**config.mk**
```make
export PLATFORM = sky130hd
export DESIGN_NAME = reg_chain_reader
export DESIGN_NICKNAME = d
export VERILOG_FILES = /design/src/rtl/reg_chain_reader.sv
export SDC_FILE = /design/constraint.sdc
export NUM_CORES = 1
export LEC_CHECK = 0
export BUFFER_PORTS_ARGS = -buffer_cell sky130_fd_sc_hd__buf_2
export CORE_MARGIN = 3
export CORE_UTILIZATION = 36
export DETAILED_ROUTE_END_ITERATION = 10
export GPL_TIMING_DRIVEN = 0
export HOLD_SLACK_MARGIN = 0.15
export PLACE_DENSITY_LB_ADDON = 0.1
export SLEW_MARGIN = 0
export SYNTH_ARGS = -nofsm -noshare
export SYNTH_HDL_FRONTEND = slang
export SYNTH_SLANG_ARGS = --single-unit
```
**constraint.sdc**
```tcl
create_clock -name clk -period 3.15 [get_ports clk]
set_input_delay 0.4725 -clock clk [delete_from_list [all_inputs] [get_ports clk]]
set_output_delay 0.4725 -clock clk [all_outputs]
set_load 0.02 [all_outputs]
```
**src/rtl/reg_chain_reader.sv**
```systemverilog
// reg_chain_reader: drain side of the PE register-file shift chain.
// Takes a snapshot of NWORDS chain words and streams them tail-first
// (idx NWORDS-1 downward) over a valid/ready interface, one word per handshake.
// Optional build macro REG_CHAIN_READER_PARITY_EN adds o_out_parity (even
// parity of o_out_data, registered alongside it).
//
// state  | meaning
// S_IDLE | ready for a snapshot (o_snap_ready=1 outside reset)
// S_SEND | presenting buffered words, waiting on o_out_valid & i_out_ready
module reg_chain_reader #(
  parameter int DW     = 32,
  parameter int NWORDS = 4,
  parameter int LW     = 5
) (
  input  logic                 clk,
  input  logic                 rst,
  input  logic                 i_snap_valid,
  output logic                 o_snap_ready,
  input  logic [DW*NWORDS-1:0] i_snap_data,
  input  logic [LW-1:0]        i_snap_len,
  output logic                 o_out_valid,
  input  logic                 i_out_ready,
  output logic [DW-1:0]        o_out_data,
  output logic [LW-1:0]        o_out_idx,
  output logic                 o_out_last,
  output logic                 o_busy
`ifdef REG_CHAIN_READER_PARITY_EN
  ,
  output logic                 o_out_parity
`endif
);

  typedef enum logic {S_IDLE, S_SEND} state_t;

  localparam logic [LW-1:0] C_NWORDS = LW'(NWORDS);
  localparam logic [LW-1:0] C_TAIL   = LW'(NWORDS - 1);
  localparam logic [LW-1:0] C_ONE    = LW'(1);
  localparam logic [LW-1:0] C_TWO    = LW'(2);

  state_t                r_state;
  state_t                w_state_nxt;
  logic [DW*NWORDS-1:0]  r_buf;
  logic [LW-1:0]         r_cnt;
  logic [LW-1:0]         r_idx;
  logic                  r_out_valid;
  logic [DW-1:0]         r_out_data;
  logic                  r_out_last;
  logic                  r_out_parity;

  logic                  w_accept;
  logic                  w_load;
  logic                  w_xfer;
  logic                  w_final;
  logic [LW-1:0]         w_len;
  logic [LW-1:0]         w_idx_dec;
  logic [DW-1:0]         w_word_dec;
  logic [DW-1:0]         w_tail_word;

  assign o_snap_ready = (r_state == S_IDLE) & ~rst;
  assign w_accept     = i_snap_valid & o_snap_ready;
  assign w_len        = (i_snap_len > C_NWORDS) ? C_NWORDS : i_snap_len;
  // A zero-length snapshot is consumed but never loads the output stage.
  assign w_load       = w_accept & (w_len != '0);
  assign w_xfer       = r_out_valid & i_out_ready;
  assign w_final      = (r_cnt == C_ONE);
  assign w_idx_dec    = r_idx - C_ONE;
  // Only consumed when not final, so r_idx >= 1 and the select stays in range.
  assign w_word_dec   = r_buf[int'(w_idx_dec)*DW +: DW];
  // The first word bypasses the buffer since the buffer loads on the same edge.
  assign w_tail_word  = i_snap_data[(NWORDS-1)*DW +: DW];

  assign o_out_valid  = r_out_valid;
  assign o_out_data   = r_out_data;
  assign o_out_idx    = r_idx;
  assign o_out_last   = r_out_last;
  assign o_busy       = (r_state == S_SEND);
`ifdef REG_CHAIN_READER_PARITY_EN
  assign o_out_parity = r_out_parity;
`endif

  // State register.
  always_ff @(posedge clk) begin
    if (rst) r_state <= S_IDLE;
    else     r_state <= w_state_nxt;
  end

  // Next-state: load on a non-empty snapshot, leave after the final transfer.
  always_comb begin
    w_state_nxt = r_state;
    case (r_state)
      S_IDLE:  if (w_load) w_state_nxt = S_SEND;
      S_SEND:  if (w_xfer && w_final) w_state_nxt = S_IDLE;
      default: w_state_nxt = S_IDLE;
    endcase
  end

  // Snapshot buffer, written only when a snapshot is accepted.
  always_ff @(posedge clk) begin
    if (rst)           r_buf <= '0;
    else if (w_accept) r_buf <= i_snap_data;
  end

  // Output stage and word counters; everything holds during a stall.
  always_ff @(posedge clk) begin
    if (rst) begin
      r_cnt        <= '0;
      r_idx        <= '0;
      r_out_valid  <= 1'b0;
      r_out_data   <= '0;
      r_out_last   <= 1'b0;
      r_out_parity <= 1'b0;
    end else if (w_load) begin
      r_cnt        <= w_len;
      r_idx        <= C_TAIL;
      r_out_valid  <= 1'b1;
      r_out_data   <= w_tail_word;
      r_out_last   <= (w_len == C_ONE);
      r_out_parity <= ^w_tail_word;
    end else if (w_xfer) begin
      if (w_final) begin
        r_out_valid <= 1'b0;
        r_out_last  <= 1'b0;
      end else begin
        r_cnt        <= r_cnt - C_ONE;
        r_idx        <= w_idx_dec;
        r_out_data   <= w_word_dec;
        r_out_last   <= (r_cnt == C_TWO);
        r_out_parity <= ^w_word_dec;
      end
    end
  end

endmodule

```
==> results_dict.tcl <==
set metrics [dict create \
    pwr-share-clk 0.368 \
    cts_buffer_depth 2 \
    grt-ovfl-total 0 \
    portBuffers 176 \
    wl_per_cell_um 18.64 \
    die_w_um 155.7 \
    cp_data_required_time_ns 3.43 \
    end_kind "flop" \
    h-tree-depth 4 \
    syn_avg_cell_area_um2 9.318 \
    critical_path_class "reg2reg" \
    yosys-top-cells-area "dfxtp_1 43%, mux4_2 8.9%, nand2b_1 7.8%, nand2_1 7.5%, o21ai_0 6.5%" \
    drt_pass1_iterations 5 \
    avgViaCountPerCell 4.996 \
    clk_pin_slew_ns 0.07 \
    yosysWarningCount 0 \
    first_iter_violations 368 \
    p_switching_uw 1593 \
    arrival_ns 3.22 \
    synth_ff_type "dfxtp_1" \
    fin_area_um2 9858 \
    synth_top_area_cell "dfxtp_1" \
    drv_slew 0 \
    crit_chain "buf_2, buf_2, inv_1, ha_1, buf_2, clkbuf_4, mux4_2, nand3_1, a221oi_2" \
    drc 0 \
    synthAdderAreaFrac 0.006203 \
    final_antenna_net_count 0 \
    crit_path_max_incr_delay_ns 0.55 \
    fillers 2263 \
    numCtsBuffers 17 \
    p_int_uw 3880 \
    netlist_top_cells_count "173 x dfxtp_1, 162 x nand2_1, 104 x o21ai_0" \
    min_path_type "in2reg" \
    synth.most_common_cell "dfxtp_1" \
    cts-root-buf "clkbuf_16" \
    switching_share 0.2910 \
    synth_cells 866 \
    die_area_um2 24250 \
    grt_pass1_wl_um 37830 \
    cts_hold_buf 0 \
    comb_power_share 0.184 \
    ys_types 36 \
    yosys.area_share.simple 0.1996 \
    finalSetupViolCount 0 \
    status "finished clean" \
    crit_top_cell "buf_2" \
    synth-xor-area-share 0.006513 \
    critical_path.startpoint_type "flop" \
    row_count 54 \
    initial_core_util 0.3686 \
    synth_top_family_by_area "simple AND/OR/NAND/NOR gates" \
    cap_violations 0 \
    dp_hpwl_um 18320 \
    synth_nets 1007 \
    crit_slowest_cell "mux4_2" \
    wl_um 25240 \
    cts_tree "yes" \
    drive_above_1_share 0.2970 \
    async_flop_share 0 \
    p_leak_uw 0.003979 \
    synth_edf_count 0 \
    finalHoldViolations 0 \
    tightestPinTransition_ns 0.8397 \
    synth-seq-area-share 0.4292 \
    grt_use_total 0.2048 \
    num_io_pins 178 \
    syn_to_final_growth_pct 22.17 \
    slew_headroom 0.4402 \
    fin_nets 1202 \
    power_density_nw_per_um2 555.1 \
    coreArea_um2 21890 \
    seq_power_share 0.448 \
    post_cts_buffers 0 \
    die_y_um 155.7 \
    vdd_drop_max_mv 0.3206 \
    synth_mux_area_frac 0.1290 \
    placedInstanceArea_um2 9300 \
    skew_ns 0.007393 \
    grt_max_degree 17 \
    synth_compound_area_frac 0.1565 \
    cp_max_fo 10 \
    gp_congestion 0.7959 \
    grt_setup_unrepaired "no" \
    cts_num_sinks 173 \
    grt_pass1_vias 6546 \
    antenna_found_initial 0 \
    worst_skew_pair.late_latency_ns 0.43 \
    layout_worst_path_cycle_share 0.9348 \
    vias 6764 \
    netlist_area_um2 8069 \
    period_minus_slack_ns 2.945 \
    final_util 0.4503 \
    synth_top_area_frac 0.4292 \
    fmax_ghz 0.3396 \
    synth-seq-cells 173 \
    antenna_cells 0 \
]
[logic make-up after synthesis]
kind of cell	after synthesis
xor gates and xnor gates	6
buffers and inverters	112
muxes	64
AOI/OAI and AO/OA	178
and+or+nand+nor	329
DFF	173
adders and majority gates	4
[worst paths after layout]
check	start	to	slack, ns	cells after the start
max	o_out_idx[0]$_SDFFE_PP0P_	o_out_data[5]$_SDFFE_PP0P_	0.21	9
min	i_snap_data[86]	r_buf[86]$_SDFFE_PP0P_	0.23	3
max reg2reg	o_out_idx[0]$_SDFFE_PP0P_	o_out_data[5]$_SDFFE_PP0P_	0.21	9
min reg2reg	r_buf[114]$_SDFFE_PP0P_	r_buf[114]$_SDFFE_PP0P_	0.46	2
[cell usage in the layout (no fill, tap or decap), types with 5 or more instances in the layout]
cell / netlist / routed
dfxtp_1: 173 / 173
clkinv_2: 0 / 6
mux2i_1: 32 / 32
xor2_1: 5 / 5
clkinvlp_4: 0 / 5
nand2b_1: 100 / 100
nor3_1: 7 / 7
buf_12: 6 / 6
clkbuf_1: 32 / 32
a21oi_1: 36 / 36
inv_1: 37 / 37
buf_2: 27 / 201
o21ai_0: 104 / 104
mux4_2: 32 / 32
nand2_1: 162 / 162
nor2_1: 8 / 8
a221oi_2: 32 / 32
nand3_1: 38 / 38
clkbuf_16: 0 / 17
[area by class of cell]
class	instances	area, um2	area share
Tap cell	280	350.3	0.03554
Clock inverter	15	123.9	0.01257
Sequential cell	173	3463	0.3513
Clock buffer	17	425.4	0.04315
Inverter	37	138.9	0.01409
Buffer	75	459.2	0.04658
Timing Repair Buffer	176	880.8	0.08935
Multi-Input combinational cell	581	4016	0.4074
[repair_timing]
item                                    CTS  global route
resized for setup                         1             3
pin swaps                                 0             0
endpoints found under the setup margin   28            22
[worst max-delay path: cells and delay by family, from the launching register on]
family / cells / cell delay [ns]
mux: 1 / 0.55
flops: 1 / 0.36
buf+inv: 5 / 1.38
compound gates: 1 / 0.06
simple gates: 1 / 0.13
fa+ha+maj: 1 / 0.31
[power groups by stage]
stage | logic (uW) | clock network, uW | registers, uW
6_report | 1010 | 2010 | 2450
3_5_place_dp | 1010 | 0 | 2500
5_1_grt | 1100 | 2150 | 2470
3_3_place_gp | 1010 | 0 | 2500
4_1_cts | 1020 | 2050 | 2450
2_1_floorplan | 617 | 0 | 2530
[registers in the layout, summed over array words and instances, names as in the netlist]
signal / flops
o_busy: 1
o_out_data: 32
o_out_idx: 5
o_out_last: 1
o_out_valid: 1
r_buf: 128
r_cnt: 5
[stage by stage]
stage | power, uW | setup slack, ns | setup TNS, ns | hold WS [ns] | instances
floorplan | 3144 | 0.4864 | 0 | 0.4334 | 866
global placement | 3509 | -0.2095 | -4.781 | 0.4422 | 1322
detailed placement | 3516 | -0.1828 | -3.940 | 0.4463 | 1322
CTS | 5524 | 0.09714 | 0 | 0.2212 | 1354
global route | 5723 | 0.02808 | 0 | 0.2267 | 1354
finish | 5473 | 0.2054 | 0 | 0.2327 | 1354
[routing by layer]
layer / routed length, um / vias to the layer above / global-route usage
li1: - / 3352 / -
met1: 11930 / 3207 / 0.2899
met2: 11800 / 178 / 0.3268
met3: 1118 / 27 / 0.03162
met4: 396 / 0 / 0.05711
met5: 0 / - / 0
Note: power is estimated with default switching activity, not from simulation.
